File: src/rtl/rv_elastic_pipe.sv
// Elastic valid/ready register pipeline with bubble collapse, flush and occupancy count.
// DEPTH=0 degenerates to a combinational pass-through.
module rv_elastic_pipe #(
  parameter int DATAW  = 8,
  parameter int RESETW = DATAW,
  parameter int DEPTH  = 2,
  parameter int CNTW   = (DEPTH < 1) ? 1 : $clog2(DEPTH + 1)
) (
  input  logic             clk,
  input  logic             reset,
  input  logic             flush,
  input  logic             in_valid,
  input  logic [DATAW-1:0] in_data,
  output logic             in_ready,
  output logic             out_valid,
  output logic [DATAW-1:0] out_data,
  input  logic             out_ready,
  output logic [CNTW-1:0]  count
);

  generate
    if (DEPTH == 0) begin : g_pass
      logic unused_ctl;
      assign unused_ctl = ^{clk, reset, flush};
      assign out_valid  = in_valid;
      assign out_data   = in_data;
      assign in_ready   = out_ready;
      assign count      = '0;
    end else begin : g_pipe
      logic [DEPTH-1:0] valid_q, valid_d;
      logic [DEPTH:0]   load;
      logic [DEPTH-1:0] vin;
      logic [DEPTH-1:0] den;
      logic [DATAW-1:0] din    [DEPTH];
      logic [DATAW-1:0] data_q [DEPTH];
      logic [CNTW-1:0]  count_q, count_d;
      logic             accept, consume;

      // Load ripples from the output side: a stage loads if it or any stage downstream can move.
      always_comb begin
        load        = '0;
        load[DEPTH] = out_ready;
        for (int unsigned j = 0; j < DEPTH; j++) begin
          load[DEPTH-1-j] = ~valid_q[DEPTH-1-j] | load[DEPTH-j];
        end
      end

      assign accept  = in_valid & load[0];
      assign consume = valid_q[DEPTH-1] & out_ready;

      always_comb begin
        vin[0] = accept;
        din[0] = in_data;
        for (int unsigned j = 1; j < DEPTH; j++) begin
          vin[j] = valid_q[j-1];
          din[j] = data_q[j-1];
        end
        valid_d = '0;
        den     = '0;
        for (int unsigned i = 0; i < DEPTH; i++) begin
          valid_d[i] = flush ? 1'b0 : (load[i] ? vin[i] : valid_q[i]);
          den[i]     = load[i] & vin[i] & ~flush;
        end
      end

      always_comb begin
        count_d = count_q;
        if (flush) begin
          count_d = '0;
        end else if (accept && !consume) begin
          count_d = count_q + 1'b1;
        end else if (consume && !accept) begin
          count_d = count_q - 1'b1;
        end
      end

      always_ff @(posedge clk or posedge reset) begin
        if (reset) begin
          valid_q <= '0;
          count_q <= '0;
        end else begin
          valid_q <= valid_d;
          count_q <= count_d;
        end
      end

      // Payload split into a reset MSB field and an unreset LSB field.
      for (genvar g = 0; g < DEPTH; g++) begin : g_stage
        if (RESETW == 0) begin : g_nors
          logic [DATAW-1:0] pay_q;
          always_ff @(posedge clk) begin
            if (den[g]) pay_q <= din[g];
          end
          assign data_q[g] = pay_q;
        end else if (RESETW == DATAW) begin : g_allrs
          logic [DATAW-1:0] pay_q;
          always_ff @(posedge clk or posedge reset) begin
            if (reset)       pay_q <= '0;
            else if (den[g]) pay_q <= din[g];
          end
          assign data_q[g] = pay_q;
        end else begin : g_split
          logic [RESETW-1:0]       hi_q;
          logic [DATAW-RESETW-1:0] lo_q;
          always_ff @(posedge clk or posedge reset) begin
            if (reset)       hi_q <= '0;
            else if (den[g]) hi_q <= din[g][DATAW-1:DATAW-RESETW];
          end
          always_ff @(posedge clk) begin
            if (den[g]) lo_q <= din[g][DATAW-RESETW-1:0];
          end
          assign data_q[g] = {hi_q, lo_q};
        end
      end

      assign in_ready  = load[0];
      assign out_valid = valid_q[DEPTH-1];
      assign out_data  = data_q[DEPTH-1];
      assign count     = count_q;
    end
  endgenerate

endmodule
File: config.mk
export PLATFORM = sky130hd
export DESIGN_NAME = rv_elastic_pipe
export DESIGN_NICKNAME = d
export VERILOG_FILES = /design/src/rtl/rv_elastic_pipe.sv
export SDC_FILE = /design/constraint.sdc
export NUM_CORES = 1
export LEC_CHECK = 0
export ABC_AREA = 1
export CORE_ASPECT_RATIO = 1.4
export CORE_MARGIN = 2
export CORE_UTILIZATION = 40
export CTS_BUF_LIST = sky130_fd_sc_hd__clkbuf_8
export CTS_CLUSTER_SIZE = 12
export DETAILED_ROUTE_END_ITERATION = 6
export PLACE_DENSITY = 0.78
export SLEW_MARGIN = 20
export SYNTH_ARGS = -nofsm -noshare
export SYNTH_HDL_FRONTEND = slang
export SYNTH_SLANG_ARGS = --single-unit
File: constraint.sdc
create_clock -name clk -period 1 [get_ports clk]
set_clock_uncertainty 0.05 [all_clocks]
set_input_delay 0.1 -clock clk [delete_from_list [all_inputs] [get_ports clk]]
set_output_delay 0.1 -clock clk [all_outputs]
set_load 0.005 [all_outputs]
==> flow_metrics.env <==
export IMPL_status="complete, but fails checks"
export IMPL_violations="setup timing"
export IMPL_drt_total_wl_mm=2.42
export IMPL_post_drt_via_cell_ratio=5.11
export IMPL_initial_core_util=0.414
export IMPL_cellPowerDensity_mw_per_mm2=1640
export IMPL_setup_violations_final=22
export IMPL_grt_pass1_wl_mm=3.64
export IMPL_ant_nets=0
export IMPL_yosysTopAreaCell="dfrtp_1"
export IMPL_ir_drop_mv=1.06
export IMPL_ys_ff_latch=20
export IMPL_busiest_layer="met2"
export IMPL_p_leak_nw=0.723
export IMPL_grtUsageMet2=0.361
export IMPL_max_stage_delay_ns=0.43
export IMPL_ys_warnings_count=0
export IMPL_cts_root_buf="clkbuf_8"
export IMPL_slew_violations=0
export IMPL_fin_util=0.693
export IMPL_ctsHoldBuffers=0
export IMPL_dp_hpwl_mm=1.25
export IMPL_met1_usage=0.215
export IMPL_cp_top_family="simple AND/OR/NAND/NOR gates"
export IMPL_wl_per_cell_microns=14.8
export IMPL_total_power_mw=2.42
export IMPL_grt_use_met3=0.0122
export IMPL_worst_setup_path_type="flip-flop to flip-flop"
export IMPL_drc=0
export IMPL_grt_start_max_net_pins=21
export IMPL_path_max_fanout=5
export IMPL_die_area_sq_mm=0.00260
export IMPL_drv_cap=0
export IMPL_io_pins=25
export IMPL_yosysSeqAreaShare=0.569
export IMPL_fp_row_count=20
export IMPL_critPathArrivalTime_ns=1.32
export IMPL_stdcell_count=163
export IMPL_antenna_found_initial=0
export IMPL_crit_path_frequent_cell="nand2_1"
export IMPL_hold_viol=0
export IMPL_avgSynthCellArea_sq_um=9.46
export IMPL_fin_crit_sh=1.22
export IMPL_critical_path_required_ns=1.10
export IMPL_path_cells="buf_6 -> nand3_4 -> nand3_2 -> nand3_1 -> inv_1 -> nand2_1 -> nand2_1"
export IMPL_syn_nets=106
export IMPL_ys_types=15
export IMPL_ys_top_cells_by_area="dfrtp_1, nand2_1, inv_1, nand3_4, o21ai_0"
export IMPL_firstDrtPassIters=4
export IMPL_htreeDepth=1
export IMPL_dr_first_iter_drc_count=16
export IMPL_min_period_ns=1.22
export IMPL_place_gp_congestion=0.789
export IMPL_rsz0062_at_grt="true"
export IMPL_yosys_area_top_type_share=0.569
export IMPL_clkTransAtPathRegs_ns=0.07
export IMPL_fp_dieW_microns=43.6
export IMPL_placeableCoreArea_sq_mm=0.00213
export IMPL_startpoint_type="flip-flop"
export IMPL_crit_buf_inv=2
export IMPL_clk_latency_ns=0.25
export IMPL_grtUsageTotal=0.195
export IMPL_cp_end_kind="flip-flop"
export IMPL_setup_ws_ns=-0.223
export IMPL_cp_slowest_cell="dfrtp_2"
export IMPL_cts_tree="built"
export IMPL_netlist_instances=93
export IMPL_areaGrowthSynthToFinish_pct=67.6
export IMPL_overflow=0
export IMPL_grt_pass1_vias=821
export IMPL_layout_drive_gt1_share=0.496
export IMPL_placed_cells=144
export IMPL_maxSlewHeadroom=0.740
export IMPL_fmax_ghz=0.818
export IMPL_clock_path_buffers=2
export IMPL_vias=833
export IMPL_worst_hold_path_type="primary input to async pin"
export IMPL_cts_buffers=3
export IMPL_tightest_slew_ns=0.389
export IMPL_numClockSinks=20
export IMPL_preCtsSetupSlack_ns=-0.427
export IMPL_diodes=0
export IMPL_fin_nets=155
export IMPL_die_y_microns=59.5
export IMPL_netlist_area_sq_um=880
export IMPL_portBuffers=24
export IMPL_n_fill_cell=153
[what timing repair did]
action,CTS,global route
hold endpoints to repair,0,0
setup buffers,9,4
gates cloned,3,0
resized for setup,51,28
endpoints found under the setup margin,31,29
pin swaps,6,8
[cell usage after synthesis]
| library cell | count |
|---|---|
| nor2_1 | 6 |
| o21ai_0 | 9 |
| buf_6 | 1 |
| inv_2 | 1 |
| nand4_1 | 1 |
| inv_1 | 15 |
| nand2_2 | 1 |
| a21oi_1 | 8 |
| nor2_2 | 2 |
| a21oi_2 | 2 |
| nand3_1 | 3 |
| nand3_4 | 3 |
| buf_8 | 1 |
| dfrtp_1 | 20 |
| nand2_1 | 20 |
[cell families after synthesis]
| kind of cell | after synthesis | share of synthesized area |
|---|---|---|
| DFF | 20 | 0.569 |
| and+or+nand+nor | 36 | 0.216 |
| AOI/OAI and AO/OA | 19 | 0.117 |
| buffers and inverters | 18 | 0.0981 |
[layer usage]
metal | up-vias | routed length (microns)
met4 | 0 | 30
met1 | 412 | 944
met2 | 21 | 1370
li1 | 398 | -
met3 | 2 | 72
met5 | - | 0
[tightest hold or removal path, delay by kind of cell]
family | cells | cell delay [ns]
buf+inv | 3 | 0.68
[cells in the final DEF (no fill, tap or decap), drive strengths merged]
master / count
a21oi: 10
buf: 23
bufinv: 1
clkbuf: 10
clkdlybuf4s50: 11
dfrtp: 20
dlygate4sd2: 1
dlymetal6s2s: 1
inv: 16
nand2: 21
nand3: 9
nand4: 1
nor2: 8
o21ai: 9
[sequential cells by signal, summed over array words and instances (netlist names)]
name	flops
g_pipe.g_stage.g_allrs.pay_q	8
out_data	8
count	2
g_pipe.valid_q	2
[per-stage QoR]
| step | TNS [ns] | area (sq um) | hold WS [ns] |
|---|---|---|---|
| 2_1_floorplan | -0.508 | 881 | 0.0138 |
| 3_3_place_gp | -6.47 | 1190 | 0.377 |
| 3_5_place_dp | -7.43 | 1190 | 0.397 |
| 4_1_cts | -2.81 | 1410 | 0.125 |
| 5_1_grt | -4.85 | 1470 | 0.138 |
| 6_report | -3.83 | 1470 | 0.127 |
[power breakdown]
group | total (mW) | internal [mW] | switching (mW)
registers | 1.00 | 0.935 | 0.0676
logic | 0.633 | 0.323 | 0.310
clock network | 0.789 | 0.534 | 0.255
total | 2.42 | 1.79 | 0.632
[layout make-up]
cell class	count	area [sq um]	area share
Clock buffer	3	41.3	0.0280
Clock inverter	1	30.0	0.0204
Inverter	16	60.1	0.0407
Multi-Input combinational cell	58	447	0.303
Sequential cell	20	502	0.340
Tap cell	22	27.5	0.0187
Timing Repair Buffer	43	367	0.249
[path summary, 6_finish.rpt]
path | slack (ns) | cells past startpoint | endpoint | from
hold reg to reg | 0.44 | 2 | out_data[2]$_DFFE_PP0P_ | out_data[2]$_DFFE_PP0P_
min in group clk | 0.30 | 3 | g_pipe.valid_q[0]$_DFFE_PP0P_ | in_valid
setup / recovery | -0.22 | 7 | count[0]$_DFFE_PP0P_ | g_pipe.valid_q[1]$_DFFE_PP0P_
setup reg to reg | -0.22 | 7 | count[0]$_DFFE_PP0P_ | g_pipe.valid_q[1]$_DFFE_PP0P_
max in group asynchronous | 0.63 | 3 | g_pipe.valid_q[1]$_DFFE_PP0P_ | reset
hold / removal | 0.13 | 3 | g_pipe.g_stage[0].g_allrs.pay_q[2]$_DFFE_PP0P_ | reset
Power figures use the tool's default switching activity.
